<file path="src/rtl/wb_port_arbiter_pkg.sv">
// Shared types for the writeback port arbiter.
//   wb_arb_entry_t : one long-latency result as held in the FIFO (default widths)
//   wb_arb_state_e : starvation FSM states
// Optional feature macro used by the top: WB_ARB_BYPASS_EN.
package wb_port_arbiter_pkg;

    localparam int WB_ARB_DWIDTH = 32;
    localparam int WB_ARB_RWIDTH = 5;

    typedef struct packed {
        logic                     live;
        logic [WB_ARB_RWIDTH-1:0] rd;
        logic [WB_ARB_DWIDTH-1:0] data;
    } wb_arb_entry_t;

    typedef enum logic [1:0] {
        ARB_IDLE  = 2'd0,
        ARB_WAIT  = 2'd1,
        ARB_STALL = 2'd2
    } wb_arb_state_e;

endpackage

</file>
<file path="src/rtl/wb_arb_fifo.sv">
// Circular buffer for long-latency results with per-entry kill-by-rd.
// Ports:
//   clk, rst_n          clock, async active-low reset
//   i_push/_rd/_data    enqueue (ignored when full)
//   i_pop               drop head (ignored when empty)
//   i_kill/_rd          clear live bit of every entry targeting _rd
//   o_count/full/empty  occupancy
//   o_head_*            head entry
//   o_pending           bit r set when a live entry targets r
module wb_arb_fifo
    import wb_port_arbiter_pkg::*;
#(
    parameter int DWIDTH = WB_ARB_DWIDTH,
    parameter int RWIDTH = WB_ARB_RWIDTH,
    parameter int DEPTH  = 4
) (
    input  logic                     clk,
    input  logic                     rst_n,
    input  logic                     i_push,
    input  logic [RWIDTH-1:0]        i_push_rd,
    input  logic [DWIDTH-1:0]        i_push_data,
    input  logic                     i_pop,
    input  logic                     i_kill,
    input  logic [RWIDTH-1:0]        i_kill_rd,
    output logic [$clog2(DEPTH+1)-1:0] o_count,
    output logic                     o_full,
    output logic                     o_empty,
    output logic                     o_head_live,
    output logic [RWIDTH-1:0]        o_head_rd,
    output logic [DWIDTH-1:0]        o_head_data,
    output logic [2**RWIDTH-1:0]     o_pending
);
    localparam int PW = $clog2(DEPTH);
    localparam int CW = $clog2(DEPTH+1);

    logic [DEPTH-1:0]  r_live;
    logic [RWIDTH-1:0] r_rd   [DEPTH];
    logic [DWIDTH-1:0] r_data [DEPTH];
    logic [PW-1:0]     r_wptr, r_rptr;
    logic [CW-1:0]     r_count;

    logic w_push, w_pop, w_push_live;

    assign o_full  = (r_count == CW'(DEPTH));
    assign o_empty = (r_count == '0);
    assign o_count = r_count;
    assign w_push  = i_push && !o_full;
    assign w_pop   = i_pop && !o_empty;

    // x0 entries are never live, so live alone means "must write".
    // A same-edge pipe write to the same rd is younger and kills it on entry.
    assign w_push_live = (i_push_rd != '0) && !(i_kill && (i_kill_rd == i_push_rd));

    always_ff @(posedge clk or negedge rst_n) begin
        if (!rst_n) begin
            r_wptr  <= '0;
            r_rptr  <= '0;
            r_count <= '0;
        end else begin
            if (w_push) r_wptr <= r_wptr + PW'(1);
            if (w_pop)  r_rptr <= r_rptr + PW'(1);
            case ({w_push, w_pop})
                2'b10:   r_count <= r_count + CW'(1);
                2'b01:   r_count <= r_count - CW'(1);
                default: r_count <= r_count;
            endcase
        end
    end

    // Popped slots are cleared, so free slots never contribute to o_pending.
    always_ff @(posedge clk or negedge rst_n) begin
        if (!rst_n) begin
            r_live <= '0;
        end else begin
            for (int i = 0; i < DEPTH; i++) begin
                if (w_push && (r_wptr == PW'(i)))
                    r_live[i] <= w_push_live;
                else if ((w_pop && (r_rptr == PW'(i))) || (i_kill && (r_rd[i] == i_kill_rd)))
                    r_live[i] <= 1'b0;
            end
        end
    end

    always_ff @(posedge clk) begin
        if (w_push) begin
            r_rd[r_wptr]   <= i_push_rd;
            r_data[r_wptr] <= i_push_data;
        end
    end

    assign o_head_live = r_live[r_rptr];
    assign o_head_rd   = r_rd[r_rptr];
    assign o_head_data = r_data[r_rptr];

    always_comb begin
        o_pending = '0;
        for (int i = 0; i < DEPTH; i++)
            if (r_live[i]) o_pending[r_rd[i]] = 1'b1;
    end

endmodule

</file>
<file path="src/rtl/wb_port_arbiter.sv">
// Register-file write port arbiter: the pipeline writeback always wins; long-latency
// results queue in wb_arb_fifo and drain into idle slots. A pipe write kills older
// queued results to the same register (WAW). A head that waits too long raises
// stall_req_o until it gets a slot.
// Optional: define WB_ARB_BYPASS_EN to write an lu result straight through when the
// FIFO is empty and the slot is idle.
// Ports:
//   clk, rst_n                          clock, async active-low reset
//   pipe_we_i/pipe_rd_i/pipe_data_i     pipeline writeback
//   lu_valid_i/lu_rd_i/lu_data_i        long-latency result, lu_ready_o handshake
//   rf_we_o/rf_rd_o/rf_data_o           register-file write port
//   pending_o                           live queued destinations (hazard unit)
//   stall_req_o                         starvation stall request
module wb_port_arbiter
    import wb_port_arbiter_pkg::*;
#(
    parameter int DWIDTH       = 32,
    parameter int RWIDTH       = 5,
    parameter int DEPTH        = 4,
    parameter int STARVE_LIMIT = 8
) (
    input  logic                 clk,
    input  logic                 rst_n,
    input  logic                 pipe_we_i,
    input  logic [RWIDTH-1:0]    pipe_rd_i,
    input  logic [DWIDTH-1:0]    pipe_data_i,
    input  logic                 lu_valid_i,
    input  logic [RWIDTH-1:0]    lu_rd_i,
    input  logic [DWIDTH-1:0]    lu_data_i,
    output logic                 lu_ready_o,
    output logic                 rf_we_o,
    output logic [RWIDTH-1:0]    rf_rd_o,
    output logic [DWIDTH-1:0]    rf_data_o,
    output logic [2**RWIDTH-1:0] pending_o,
    output logic                 stall_req_o
);
    localparam int CW = $clog2(DEPTH+1);
    localparam int SW = $clog2(STARVE_LIMIT+1);

    logic          r_alive;
    wb_arb_state_e r_state;
    logic [SW-1:0] r_wcnt;

    logic              w_pipe_wr, w_pop, w_push, w_bypass, w_drain;
    logic              w_full, w_empty, w_head_live;
    logic [CW-1:0]     w_count;
    logic [RWIDTH-1:0] w_head_rd;
    logic [DWIDTH-1:0] w_head_data;

    // Low through reset and until the first edge after release, so every
    // output (lu_ready_o included) reads 0 while rst_n is low.
    always_ff @(posedge clk or negedge rst_n) begin
        if (!rst_n) r_alive <= 1'b0;
        else        r_alive <= 1'b1;
    end

    assign w_pipe_wr  = r_alive && pipe_we_i && (pipe_rd_i != '0);
    assign w_pop      = r_alive && !w_pipe_wr && !w_empty;
    assign lu_ready_o = r_alive && !w_full;

`ifdef WB_ARB_BYPASS_EN
    assign w_bypass = r_alive && w_empty && !w_pipe_wr && lu_valid_i && (lu_rd_i != '0);
`else
    assign w_bypass = 1'b0;
`endif

    assign w_push = lu_valid_i && lu_ready_o && !w_bypass;

    wb_arb_fifo #(
        .DWIDTH (DWIDTH),
        .RWIDTH (RWIDTH),
        .DEPTH  (DEPTH)
    ) u_fifo (
        .clk         (clk),
        .rst_n       (rst_n),
        .i_push      (w_push),
        .i_push_rd   (lu_rd_i),
        .i_push_data (lu_data_i),
        .i_pop       (w_pop),
        .i_kill      (w_pipe_wr),
        .i_kill_rd   (pipe_rd_i),
        .o_count     (w_count),
        .o_full      (w_full),
        .o_empty     (w_empty),
        .o_head_live (w_head_live),
        .o_head_rd   (w_head_rd),
        .o_head_data (w_head_data),
        .o_pending   (pending_o)
    );

    // A live head always has rd != 0, so head_live is the whole write condition.
    always_comb begin
        rf_we_o   = 1'b0;
        rf_rd_o   = '0;
        rf_data_o = '0;
        if (w_pipe_wr) begin
            rf_we_o   = 1'b1;
            rf_rd_o   = pipe_rd_i;
            rf_data_o = pipe_data_i;
        end else if (w_pop) begin
            if (w_head_live) begin
                rf_we_o   = 1'b1;
                rf_rd_o   = w_head_rd;
                rf_data_o = w_head_data;
            end
        end else if (w_bypass) begin
            rf_we_o   = 1'b1;
            rf_rd_o   = lu_rd_i;
            rf_data_o = lu_data_i;
        end
    end

    // FIFO goes empty at this edge: last entry leaves and nothing arrives.
    assign w_drain = w_pop && !w_push && (w_count == CW'(1));

    always_ff @(posedge clk or negedge rst_n) begin
        if (!rst_n) begin
            r_state <= ARB_IDLE;
            r_wcnt  <= '0;
        end else begin
            case (r_state)
                ARB_IDLE: begin
                    if (w_push) r_state <= ARB_WAIT;
                    r_wcnt <= '0;
                end
                ARB_WAIT: begin
                    if (w_drain) begin
                        r_state <= ARB_IDLE;
                        r_wcnt  <= '0;
                    end else if (w_pop) begin
                        r_wcnt <= '0;
                    end else if (r_wcnt == SW'(STARVE_LIMIT-1)) begin
                        r_state <= ARB_STALL;
                        r_wcnt  <= '0;
                    end else begin
                        r_wcnt <= r_wcnt + SW'(1);
                    end
                end
                ARB_STALL: begin
                    if (w_pop) begin
                        r_state <= w_drain ? ARB_IDLE : ARB_WAIT;
                        r_wcnt  <= '0;
                    end
                end
                default: begin
                    r_state <= ARB_IDLE;
                    r_wcnt  <= '0;
                end
            endcase
        end
    end

    assign stall_req_o = (r_state == ARB_STALL);

endmodule

</file>
<file path="config.mk">
export PLATFORM = sky130hd
export DESIGN_NAME = wb_port_arbiter
export DESIGN_NICKNAME = d
export VERILOG_FILES = /design/src/rtl/wb_port_arbiter_pkg.sv /design/src/rtl/wb_arb_fifo.sv /design/src/rtl/wb_port_arbiter.sv
export SDC_FILE = /design/constraint.sdc
export NUM_CORES = 1
export LEC_CHECK = 0
export ABC_AREA = 1
export CAP_MARGIN = 40
export CELL_PAD_IN_SITES_DETAIL_PLACEMENT = 0
export CELL_PAD_IN_SITES_GLOBAL_PLACEMENT = 1
export CORE_UTILIZATION = 41
export DETAILED_ROUTE_END_ITERATION = 8
export GPL_ROUTABILITY_DRIVEN = 1
export PLACE_DENSITY = 0.85
export SLEW_MARGIN = 5
export SYNTH_ARGS = -nofsm -noshare
export SYNTH_HDL_FRONTEND = slang
export SYNTH_SLANG_ARGS = --single-unit
</file>
<file path="constraint.sdc">
create_clock -name clk -period 2.47 [get_ports clk]
set_input_delay 0.494 -clock clk [delete_from_list [all_inputs] [get_ports clk]]
set_output_delay 0.494 -clock clk [all_outputs]
set_load 0.01 [all_outputs]
</file>
# Word-level counts from Yosys, hierarchy flattened
# Memories as Yosys holds them, arrays and structs flattened.
# Index checks and enable logic that the tools add are counted.
totals:
  regBits: 18
  output_inout_bits: 72
  ram_bits: 148
  mem_count: 2
  word_cells: 146
mem_list:
  columns: ["name", "words", "word_bits", "rd", "rd_ports_with_merged_regs", "write_ports", "line", "source"]
  rows:
  - ["u_fifo.r_data", 4, 32, 1, 0, 1, "wb_arb_fifo.sv:38", "logic [DWIDTH-1:0] r_data [DEPTH];"]
  - ["u_fifo.r_rd", 4, 5, 5, 0, 1, "wb_arb_fifo.sv:37", "logic [RWIDTH-1:0] r_rd [DEPTH];"]
op_classes:
  muxes: 46
  n_reduce_logical: 49
  eq_ne: 22
  n_lt_le_gt_ge: 9
  bitwise: 3
  addsub: 5
ops:
  columns: ["operator", "n"]
  rows:
  - ["two-way mux 32 bit", 7]
  - ["bitwise OR 32 bit", 3]
  - ["logical AND 1 bit", 28]
  - ["equality test 5 bit", 5]
  - ["< comparator 5 x 6 -> 1 bit (second input constant)", 4]
  - ["demux 1 bit (select 5 bit)", 4]
  - ["greater-or-equal comparator 5 x 1 -> 1 bit (second input constant)", 4]
  - ["two-way mux 1 bit", 19]
  - ["two-way mux 4 bit", 4]
  - ["two-way mux 5 bit", 3]
  - ["equality test 2 bit (second input constant)", 6]
  - ["two-way mux 2 bit", 5]
  - ["nonzero test 2 bit", 5]
  - ["nonzero test 5 bit", 2]
  - ["equality test 2 x 1 -> 1 bit (second input constant)", 4]
  - ["one-hot mux 4 bit (2 select lines)", 1]
  - ["zero test 2 bit", 3]
  - ["!= test 3 bit (second input constant)", 2]
  - ["one-hot mux 2 bit (3 select lines)", 1]
  - ["one-hot mux 3 bit (2 select lines)", 1]
  - ["zero test 1 bit", 5]
  - ["adder 2 x 1 -> 2 bit (second input constant)", 2]
  - ["adder 4 x 1 -> 4 bit (second input constant)", 1]
  - ["equality test 4 x 3 -> 1 bit (second input constant)", 1]
  - ["other kinds (10)", 14]

# Logic depth before layout (Yosys ltp)
# An unclocked memory read counts as a cell.
depth:
  word_depth: 12
  mapped_depth: 13
  depth_no_buf: 13

# Modules after synthesis
# A second synthesis with hierarchy kept.
hier_totals:
  cells_unflattened: 928
  hier_area_um2: 8650.8
by_module_without_submodules:
  columns: ["mod", "seq_area_each_um2", "n_inst", "cells_each", "area_each_um2"]
  rows:
  - ["wb_arb_fifo", 4719.5, 1, 734, 7612.3]
  - ["wb_port_arbiter", 175.2, 1, 194, 1038.5]

# Worst setup path after synthesis
# Ideal clock, no wire load.
synth_timing:
  kind: "register to register"
  startpoint: "register u_fifo.r_count[0] (netlist: u_fifo.o_count[0])"
  endpoint: "memory u_fifo.r_data[0][0], enable pin"
  path_stages_with_launch: 8
  slack_ns: 0.228
  t_arrival_ns: 1.850
  period_less_slack_ns: 2.242
  setup_time_ns: 0.392
  cell_sequence: "dfrtp_1 > inv_1 > ha_1 > nand2_1 > nand3_1 > inv_1 > nand2_1 > inv_1"
synth_between:
  elab_chain_len: 7
synth_rtl:
  columns: ["element", "line", "source"]
  rows:
  - ["from (decl)", "wb_arb_fifo.sv:40", "logic [CW-1:0] r_count;"]
  - ["from (signal assigned)", "wb_arb_fifo.sv:63", "2'b10: r_count <= r_count + CW'(1);"]
  - ["from (signal assigned)", "wb_arb_fifo.sv:64", "2'b01: r_count <= r_count - CW'(1);"]
  - ["from (signal assigned)", "wb_arb_fifo.sv:65", "default: r_count <= r_count;"]
  - ["equality test 3 bit (*)", "wb_arb_fifo.sv:44", "assign o_full = (r_count == CW'(DEPTH));"]
  - ["zero test 1 bit (*)", "wb_arb_fifo.sv:47, wb_port_arbiter.sv:59", null]
  - ["logical AND 1 bit", "wb_port_arbiter.sv:59", "assign lu_ready_o = r_alive && !w_full;"]
  - ["logical AND 1 bit", "wb_port_arbiter.sv:67", "assign w_push = lu_valid_i && lu_ready_o && !w_bypass;"]
  - ["logical AND 1 bit (*)", "wb_arb_fifo.sv:47", "assign w_push = i_push && !o_full;"]
  - ["two-way mux 1 bit (*)", "wb_arb_fifo.sv:85", "if (w_push) begin"]
  - ["two-way mux 1 bit (not written as such) (*)", "wb_arb_fifo.sv:87", "r_data[r_wptr] <= i_push_data;"]
  - ["to (decl)", "wb_arb_fifo.sv:38", null]
# Every way passes the cells marked *; elsewhere a longest branch is shown, timed or not.

# Worst setup path in the final report
layout_timing:
  startpoint: "register u_fifo.r_rptr[0]"
  endpoint: "output rf_we_o"
layout_between:
  elab_chain_len: 5
layout_rtl:
  columns: ["element", "line", "source"]
  rows:
  - ["from (decl)", "wb_arb_fifo.sv:39", "logic [PW-1:0] r_wptr, r_rptr;"]
  - ["from (signal assigned)", "wb_arb_fifo.sv:61", "if (w_pop) r_rptr <= r_rptr + PW'(1);"]
  - ["binary-select mux 1 bit (select 2 bit)", "wb_arb_fifo.sv:91", "assign o_head_live = r_live[r_rptr];"]
  - ["two-way mux 1 bit (not written as such)", "wb_arb_fifo.sv:91", null]
  - ["two-way mux 1 bit", "wb_port_arbiter.sv:101", "if (w_head_live) begin"]
  - ["two-way mux 1 bit", "wb_port_arbiter.sv:100", "end else if (w_pop) begin"]
  - ["two-way mux 1 bit", "wb_port_arbiter.sv:96", "if (w_pipe_wr) begin"]
  - ["to (decl)", "wb_port_arbiter.sv:31", "output logic rf_we_o,"]
# No other way between the ends. The select of a mux whose other input is x is not followed.

==> flow_metrics.py <==
metrics = {
    "synthesis": {
        "netlist.area_leader.share": 0.5293,
        "synthFlopType": "edfxtp_1",
        "synth.most_common_cell": "nand2_1",
        "syn-num-nets": 941,
        "synth_seq_cells": 166,
        "synth-edff-count": 148,
        "async_flop_share": 0.1084,
        "syn_area_per_cell_um2": 9.890,
        "synth_seq_area_share": 0.5829,
        "synth.distinct_cells": 37,
        "syn-instance-count": 849,
        "synth_area_leaders": "edfxtp_1 (53%), nand2_1 (7.1%), dfrtp_1 (5.4%), o21ai_0 (4.9%), nor2_1 (3.9%)",
        "ys_top_cells_by_count": "nand2_1 (158), edfxtp_1 (148), nor2_1 (87), o21ai_0 (83), inv_1 (75)",
        "yosys_warnings": 0,
        "syn_area_mm2": 0.008397,
        "yosysTopAreaCell": "edfxtp_1",
    },
    "worst_setup_path": {
        "path_class": "flop to output pin",
        "timing.rr.end": "u_fifo.o_count[2]",
        "crit_slowest_cell": "dfrtp_2",
        "critical_path_required_ps": 1980,
        "r2r_cells": 14,
        "r2r_slack_ps": 430,
        "slowest_delay_ps": 470,
        "critical-path-top-delay-family": "buffers and inverters",
        "cp_cell_sequence": "inv_2 -> o21ai_1 -> a21oi_4 -> buf_6 -> buf_12 -> or2_1 -> buf_2",
        "rr_startpoint": "u_fifo.o_count[0]",
        "end_kind": "output pin",
        "crit_path_start_kind": "flop",
        "arrival_ps": 2070,
        "critPathBufInv": 4,
        "path_max_fanout": 7,
    },
    "routing": {
        "top_layer": "met4",
        "wl_per_cell_um": 18.12,
        "wl_met3_mm": 1.719,
        "drt_iter0_drc": 507,
        "met2_length_mm": 12.61,
        "ant_nets": 0,
        "drc": 0,
        "wirelength_mm": 24.39,
        "vias_per_cell": 5.391,
        "wl_met1_mm": 9.567,
        "vias": 7256,
        "first_pass_iters": 5,
    },
    "floorplan": {
        "rows": 51,
        "fp.coreArea_mm2": 0.01978,
        "die_w_um": 145.1,
        "die_h_um": 145.1,
        "dieArea_mm2": 0.02106,
        "ios": 150,
        "start_util": 0.4245,
    },
    "global_route": {
        "grt_overflow": 0,
        "track_usage": 0.2316,
        "grt_start_max_net_pins": 67,
        "grt_pass1_vias": 7129,
        "grt_pass1_wl_mm": 37.83,
        "antenna_found_initial": 1,
    },
    "power_and_ir_drop": {
        "power.density_mw_per_mm2": 908.2,
        "power_mw": 10.67,
        "power.leakage_nw": 4.848,
        "irDropWorstVdd_v": 0.0005279,
    },
    "cells_and_area": {
        "area_growth_pct": 39.90,
        "drive_gt1_frac": 0.2491,
        "final_area_mm2": 0.01175,
        "final_nets": 1160,
    },
    "sta": {
        "skew_ps": 7.383,
        "period_share": 1.040,
        "period_needed_ps": 2569,
        "rsz0062_at_grt": "yes",
        "hold_violations": 0,
        "fmax_ghz": 0.3893,
        "maxSlewViolCount": 0,
        "finalWorstSetupSlack_ps": -98.74,
        "finalSetupViolations": 34,
    },
    "place": {
        "post_dp_cell_area_mm2": 0.01053,
        "gp_congestion": 0.9872,
        "dp_hpwl_mm": 15.61,
        "io_buffers": 149,
    },
    "cts": {
        "cts_tree": "built",
        "clock_tree.buffer_depth": 2,
        "cts_max_level": 4,
        "clkTransAtPathRegs_ps": 60,
        "numCtsBuffers": 17,
        "cts.sinks": 166,
        "clockRootBuffer": "clkbuf_16",
        "insertion_delay_ps": 420,
    },
    "run_status": {
        "violations": "negative setup slack",
        "status": "finished, violations left",
    },
    "min_path": {
        "holdCritPathClass": "input port to async pin",
    },
    "run": {
        "cap_violations": 0,
    },
}
[worst reg2reg max path: stages, from the launching register on]
cell      delay, ps
dfrtp_1         380
inv_2            80
ha_4            150
inv_4            40
nor2_4           90
nor2_4           50
nand2_4          90
buf_4           100
buf_4           150
clkinv_1         90
ha_1            310
nor2_1          110
o21ai_0         100
xor2_1          130
inv_1            50
[cell families (layout without fill, tap and decap cells)]
| logic type | count (synthesis) | count (layout) | share of synthesized area |
|---|---|---|---|
| and+or+nand+nor | 324 | 324 | 0.1611 |
| adders and majority gates | 14 | 14 | 0.02086 |
| other | 1 | 2 | 0.0004466 |
| AOI/OAI and AO/OA | 195 | 195 | 0.1453 |
| buffers and inverters | 119 | 350 | 0.05811 |
| DFF | 166 | 166 | 0.5829 |
| xor gates and xnor gates | 30 | 30 | 0.03129 |
[timing repair]
| item | in CTS | in global routing |
|---|---|---|
| hold buffers | 0 | 0 |
| endpoints found under the setup margin | 70 | 53 |
| gates cloned | 4 | 0 |
| gates resized for setup | 290 | 68 |
| buffers inserted | 33 | 12 |
| pin swaps | 15 | 19 |
[worst max-delay path by stage]
stage,start,endpoint,slack [ps],cells past startpoint
after floorplan,u_fifo.o_count[0],u_fifo.r_data[0][0],230,7
after global placement,pipe_rd_i[4],rf_data_o[20],-530,10
after detailed placement,pipe_rd_i[4],rf_data_o[24],-540,10
after CTS,u_fifo.o_count[1],rf_data_o[21],-150,13
after global routing,u_fifo.r_rptr[0],rf_we_o,-150,7
final,u_fifo.r_rptr[0],rf_we_o,-100,7
[layout make-up]
class,count,area (um^2)
Tap cell,265,331.6
Clock buffer,18,429.2
Multi-Input combinational cell,564,3418
Sequential cell,166,4898
Timing Repair Buffer,242,2250
Antenna cell,1,2.502
Clock inverter,13,126.4
Inverter,77,291.5
Fill cell,1675,8034
[routing by layer]
metal,global-route usage,vias to the layer above
met3,0.04654,39
met1,0.2808,3424
met2,0.4089,345
met5,0,-
met4,0.07895,0
li1,-,3448
[sequential cells by signal, summed over array words and instances, names as in the netlist]
| register | count |
|---|---|
| u_fifo.r_live | 4 |
| u_fifo.r_rd | 20 |
| r_state | 2 |
| u_fifo.r_rptr | 2 |
| u_fifo.r_data | 128 |
| u_fifo.r_wptr | 2 |
| r_wcnt | 4 |
| u_fifo.o_count | 3 |
| r_alive | 1 |
[stage by stage]
step	utilization	TNS, ps	setup WS, ps	hold WS (ps)	cells
after floorplan	-	0	228.1	198.4	849
after detailed placement	0.5321	-19060	-544.6	529.8	1272
after CTS	0.5824	-3426	-152.1	417.1	1339
after global placement	0.5321	-18530	-530.6	523.1	1272
after global routing	0.5937	-3951	-151.7	434.0	1345
final	0.5939	-1206	-98.74	420.8	1346
[power by group]
part / leakage (nW) / switching (mW) / internal (mW)
logic: 3.02 / 2.73 / 1.80
registers: 1.57 / 0.209 / 3.45
clock network: 0.260 / 1.08 / 1.40
[cell usage in the layout, fill, tap and decap left out, types with 3 or more instances in the layout]
master / synthesis / layout
clkbuf_16: 0 / 17
nor3_1: 7 / 4
xor2_1: 8 / 8
buf_2: 9 / 20
o22ai_2: 0 / 3
dfrtp_1: 18 / 15
nand3_2: 1 / 15
edfxtp_1: 148 / 148
o2111ai_1: 3 / 3
o21ai_0: 83 / 81
nor2_1: 87 / 86
clkdlybuf4s50_1: 0 / 74
nand4_1: 6 / 6
o22ai_1: 35 / 32
a22oi_1: 16 / 13
nand2_2: 0 / 30
a21oi_1: 16 / 16
xnor2_1: 22 / 22
inv_2: 1 / 18
o221ai_1: 27 / 26
nor2_4: 1 / 3
nand3_1: 58 / 42
clkinvlp_4: 0 / 4
buf_4: 2 / 75
dfrtp_2: 0 / 3
buf_6: 3 / 22
nand2_4: 2 / 21
o22a_1: 9 / 9
inv_1: 75 / 57
a22oi_2: 0 / 3
ha_1: 14 / 13
dlygate4sd2_1: 0 / 34
buf_12: 0 / 14
nor3_2: 0 / 3
nand2_1: 158 / 109
Power figures use the tool's default switching activity.
==> RTL change 1: new RTL, same flow settings <==
`DWIDTH`: 32 -> 24.
--- a/src/rtl/wb_port_arbiter.sv
+++ b/src/rtl/wb_port_arbiter.sv
@@ -14,7 +14,7 @@
 module wb_port_arbiter
     import wb_port_arbiter_pkg::*;
 #(
-    parameter int DWIDTH       = 32,
+    parameter int DWIDTH       = 24,
     parameter int RWIDTH       = 5,
     parameter int DEPTH        = 4,
     parameter int STARVE_LIMIT = 8
Interface: changed (resized lu_data_i, pipe_data_i and rf_data_o); port bits go from 150 to 126. The function was not compared with the original's and may differ.
==> RTL change 1 against the original RTL <==
- the run still ends with negative setup slack left
- routed wire length shrank 16%
- synthesized area shrank 12%
- critical path type unchanged
- worst setup slack gained 0.087 ns
- core utilization shrank 0.055 points
- total power shrank 11%
- sequential cell count shrank 32
- global-route usage is essentially flat
- sequential share of layout area shrank 3.6 points
- largest cell class unchanged
- final area shrank 12%
- count of clock-buffer cells in the layout shrank 1
- die area shrank 12%
==> RTL change 1: results (changes against the original RTL) <==
STA
The worst clock skew is 0.007571 ns (was 0.007383 ns). The total of endpoints with negative setup slack in the final report was 4 (was 34). The setup slack after layout was -0.01202 ns (was -0.09874 ns).

The aggregate negative setup slack is -0.04234 ns (was -1.206 ns). The final hold slack is 0.4210 ns (was 0.4208 ns).

Place
The final weighted congestion in routability-driven placement is 0.9450 (was 0.9872).

Power
The combinational group share of total power is 0.408 (was 0.425). The sequential cell power is 3.04 mW (was 3.66 mW).

GRT
The largest net degree at the start of global routing was 34 (was 67). The initial antenna violation count is 2 (was 1). The global-route usage over all layers is 0.2312 (was 0.2316).

Final layout
The number of non-clock inverters in the layout came to 73 (was 77). Registers with the most flip-flops: u_fifo.r_data: 96 flops, u_fifo.r_rd: 20 flops (was u_fifo.r_data: 128 flops, u_fifo.r_rd: 20 flops). The number of inserted diodes was 2 (was 1). The number of non-clock buffers in the layout came to 240 (was 242).

The share of final layout cell area taken by clock buffers and inverters is 0.05921 (was 0.04729). The fill cell total of the finished layout is 1,456 (was 1,675). The proportion of cell area occupied by multi-input gates was 0.3003 (was 0.2910).

Synth
The distinct cell type count after synthesis was 40 (was 37). The synthesized flop and latch total is 134 (was 166). The number of flops mapped to enable cells by yosys is 116 (was 148).

Outcome
Violations in the final reports: negative setup slack (unchanged). Run status: finished with violations (unchanged).

Route
The ratio of routed vias to standard cells is 5.423 (was 5.391). The detailed router's first-iteration violation count came to 353 (was 507).

Critical path
The start of the worst register-to-register path is u_fifo.o_count[1] (was u_fifo.o_count[0]). The critical path endpoint is rf_data_o[11] (was rf_we_o).

Floorplan
The horizontal die dimension is 136.0 um (was 145.1 um).
RTL change 1: changes by cell type after synthesis, sizes merged, moves of 5 or more:
cell | unedited run | this run
nor2 | 90 | 35
buf | 16 | 27
nand3 | 59 | 44
a21oi | 17 | 44
nor3 | 7 | 12
edfxtp | 148 | 116
o21ai | 84 | 48
clkbuf | 26 | 11
a32o | 0 | 24
o22ai | 35 | 3
RTL change 1: kinds of logic (layout without fill, tap and decap cells):
kind of cell               count (synthesis)  after routing  synth area share
AOI/OAI and AO/OA                        175            175            0.1778
xor gates and xnor gates                  30             30           0.03567
DFF                                      134            134            0.5340
buffers and inverters                    111            344           0.07065
adders and majority gates                 14             14           0.02378
other                                      1              3         0.0005090
and+or+nand+nor                          258            258            0.1576
RTL change 1: layer usage:
| metal | part of all wire | GRT usage |
|---|---|---|
| met4 | 0.023 | 0.09506 |
| met5 | 0 | 0 |
| met3 | 0.073 | 0.04996 |
| met2 | 0.49 | 0.3872 |
| met1 | 0.41 | 0.2882 |
==> RTL change 2: new RTL, same settings <==
Made on the original files. Make the reset (`rst_n`) synchronous in 4 clocked blocks. Comments in the files are not updated.
--- a/src/rtl/wb_arb_fifo.sv
+++ b/src/rtl/wb_arb_fifo.sv
@@ -51,7 +51,7 @@
     // A same-edge pipe write to the same rd is younger and kills it on entry.
     assign w_push_live = (i_push_rd != '0) && !(i_kill && (i_kill_rd == i_push_rd));
 
-    always_ff @(posedge clk or negedge rst_n) begin
+    always_ff @(posedge clk) begin
         if (!rst_n) begin
             r_wptr  <= '0;
             r_rptr  <= '0;
@@ -68,7 +68,7 @@
     end
 
     // Popped slots are cleared, so free slots never contribute to o_pending.
-    always_ff @(posedge clk or negedge rst_n) begin
+    always_ff @(posedge clk) begin
         if (!rst_n) begin
             r_live <= '0;
         end else begin
--- a/src/rtl/wb_port_arbiter.sv
+++ b/src/rtl/wb_port_arbiter.sv
@@ -49,7 +49,7 @@
 
     // Low through reset and until the first edge after release, so every
     // output (lu_ready_o included) reads 0 while rst_n is low.
-    always_ff @(posedge clk or negedge rst_n) begin
+    always_ff @(posedge clk) begin
         if (!rst_n) r_alive <= 1'b0;
         else        r_alive <= 1'b1;
     end
@@ -113,7 +113,7 @@
     // FIFO goes empty at this edge: last entry leaves and nothing arrives.
     assign w_drain = w_pop && !w_push && (w_count == CW'(1));
 
-    always_ff @(posedge clk or negedge rst_n) begin
+    always_ff @(posedge clk) begin
         if (!rst_n) begin
             r_state <= ARB_IDLE;
             r_wcnt  <= '0;
Check against the original RTL: differs if rst_n is asserted again (counterexample within 4 cycles, from zero or initial values and one cycle with rst_n low); with rst_n held inactive, the same outputs for 4 cycles.
==> RTL change 2 against the original RTL <==
- synthesized area up 0.46%
- worst hold slack improved by 0.093 ns
- final area decreased by 0.96%
- worst setup slack improved by 0.13 ns
- non-clock buffer count rose by 2
- die area rose by 0.46%
- routed wire length is 4.3% lower
- sequential cell count is 2 higher
Power is not compared: it rests on default switching activity, and its combinational part moved more than twofold at a synthesized area within 25%.
==> RTL change 2: results (changes against the original RTL) <==
Outcome
Run status: finished, final reports clean (was finished with violations).

STA
The worst clock skew was 0.008051 ns (was 0.007383 ns). The final hold slack is 0.5139 ns (was 0.4208 ns). The total of endpoints with negative setup slack in the final report is 0 (was 34).

GRT
The initial antenna violation count came to 0 (was 1). The first-pass GRT wire length is 36,140 um (was 37,830 um). The global-route usage over all layers is 0.2224 (was 0.2316). The largest net degree at the start of global routing is 47 (was 67). The via count of the first global-routing pass is 6,892 (was 7,129).

Critical path
The data arrival at the endpoint of the critical path is 1.95 ns (was 2.07 ns). The cell count of the worst reg-to-reg path is 13 (was 14). The start of the worst register-to-register path is u_fifo.o_count[1] (was u_fifo.o_count[0]).

The terminus of the critical flop-to-flop path is u_fifo.o_count[2] (unchanged).

Final layout
The post-route non-filler standard cell count is 1,309 (was 1,346). The number of nets in the layout is 1,118 (was 1,160). The number of inserted diodes is 0 (was 1). The fraction of layout cells with a size suffix above 1 is 0.2435 (was 0.2491). The most common library cell in the layout ignoring fill and taps was nand2_1 (was edfxtp_1). The fill cell total of the finished layout was 1,706 (was 1,675).

Route
The average detailed-routed wire length per instance is 17.84 um (was 18.12 um). The routed via count is 7,157 (was 7,256). The number of iterations in the first detailed-routing pass was 7 (was 5). The detailed router's first-iteration violation count is 482 (was 507).

Synth
The number of warnings printed during yosys synthesis is 0 (unchanged). The fraction of the yosys area taken by sequential cells came to 0.5743 (was 0.5829). The distinct cell type count after synthesis is 40 (was 37). The async set or reset register ratio after synthesis came to 0 (was 0.1084). The synthesized instance count came to 807 (was 849).

Leading post-synthesis cells by instance count: 176 x nand2_1, 148 x edfxtp_1, 69 x a21oi_1, 56 x nand3_1, 48 x inv_1 (was 158 x nand2_1, 148 x edfxtp_1, 87 x nor2_1, 83 x o21ai_0, 75 x inv_1). The total nets after synthesis is 899 (was 941). Cell types with the largest area share after synthesis: edfxtp_1 53%, nand2_1 7.8%, dfxtp_1 4.7% (was edfxtp_1 53%, nand2_1 7.1%, dfrtp_1 5.4%).

Place
The worst slack after detailed placement is -0.4816 ns (was -0.5446 ns). The post-place instance area is 10,630 um2 (was 10,530 um2). The total instance count after detailed placement is 1,236 (was 1,272). The HPWL after detailed placement is 15,700 um (was 15,610 um).

Power
Of the total power, the share spent switching nets is 0.2714.

Hold path
The type of the worst min-delay path is reg -> reg (was in -> async).
RTL change 2: per-layer routing:
metal	up-vias	global-route usage	share of wire
li1	3415	-	-
met1	3389	0.2624	0.40
met2	301	0.4012	0.51
met3	52	0.04326	0.062
met4	0	0.08105	0.022
met5	-	0	0
RTL change 2: final cells by class:
| class | instances | area (um2) | area share |
|---|---|---|---|
| flip-flops and latches | 168 | 4860 | 0.4177 |
| clock inverters | 13 | 122.6 | 0.01054 |
| well taps | 270 | 337.8 | 0.02904 |
| clock buffers | 19 | 432.9 | 0.03721 |
| multi-input cells | 543 | 3405 | 0.2926 |
| inverters | 52 | 212.7 | 0.01828 |
| repair buffers | 244 | 2265 | 0.1946 |
RTL change 2: worst max-delay path by stage:
stage               slack [ns]                  end               from  depth (start not counted)
CTS                      -0.06           rf_rd_o[3]  u_fifo.o_count[1]                         10
global route             -0.05         rf_data_o[7]  u_fifo.o_count[1]                          9
detailed placement       -0.48         rf_data_o[3]       pipe_rd_i[0]                         10
finish                    0.03           rf_rd_o[3]  u_fifo.o_count[1]                          9
global placement         -0.46        rf_data_o[11]       pipe_rd_i[0]                         10
floorplan                -0.60  u_fifo.r_data[0][0]  u_fifo.o_count[0]                          6
RTL change 2: cell families (layout without fill, tap and decap cells):
group | count (synthesis) | count (layout) | synth area share
AOI/OAI and AO/OA | 228 | 228 | 0.1907
xor gates and xnor gates | 22 | 22 | 0.02284
adders and majority gates | 14 | 14 | 0.02077
buffers and inverters | 96 | 328 | 0.05132
DFF | 168 | 168 | 0.5743
and+or+nand+nor | 279 | 279 | 0.1400
RTL change 2: worst max-delay path, cell delays in order, from the launching register on:
cell and delay [ns]:
dfxtp_2 0.33, inv_2 0.05, ha_4 0.16, a21oi_4 0.22, nand2_4 0.09, inv_6 0.07
nand2_8 0.11, buf_12 0.19, o21ai_4 0.17, buf_6 0.12
RTL change 2: power by group through the flow:
stage          Combinational [mW]  Sequential (mW)  Clock, mW
6_report                     1.49             3.24       2.48
5_1_grt                      1.62             3.25       2.63
4_1_cts                      1.44             3.24       2.50
3_5_place_dp                 1.38             3.30          0
3_3_place_gp                 1.36             3.29          0
2_1_floorplan               0.772             3.29          0
RTL change 2: what timing repair did:
action,4_1_cts,5_1_grt
hold buffers,0,0
pin swaps,6,20
gates resized for setup,245,42
gates cloned,4,1
endpoints found under the setup margin,70,42
buffers inserted,30,8
hold endpoints to repair,0,0
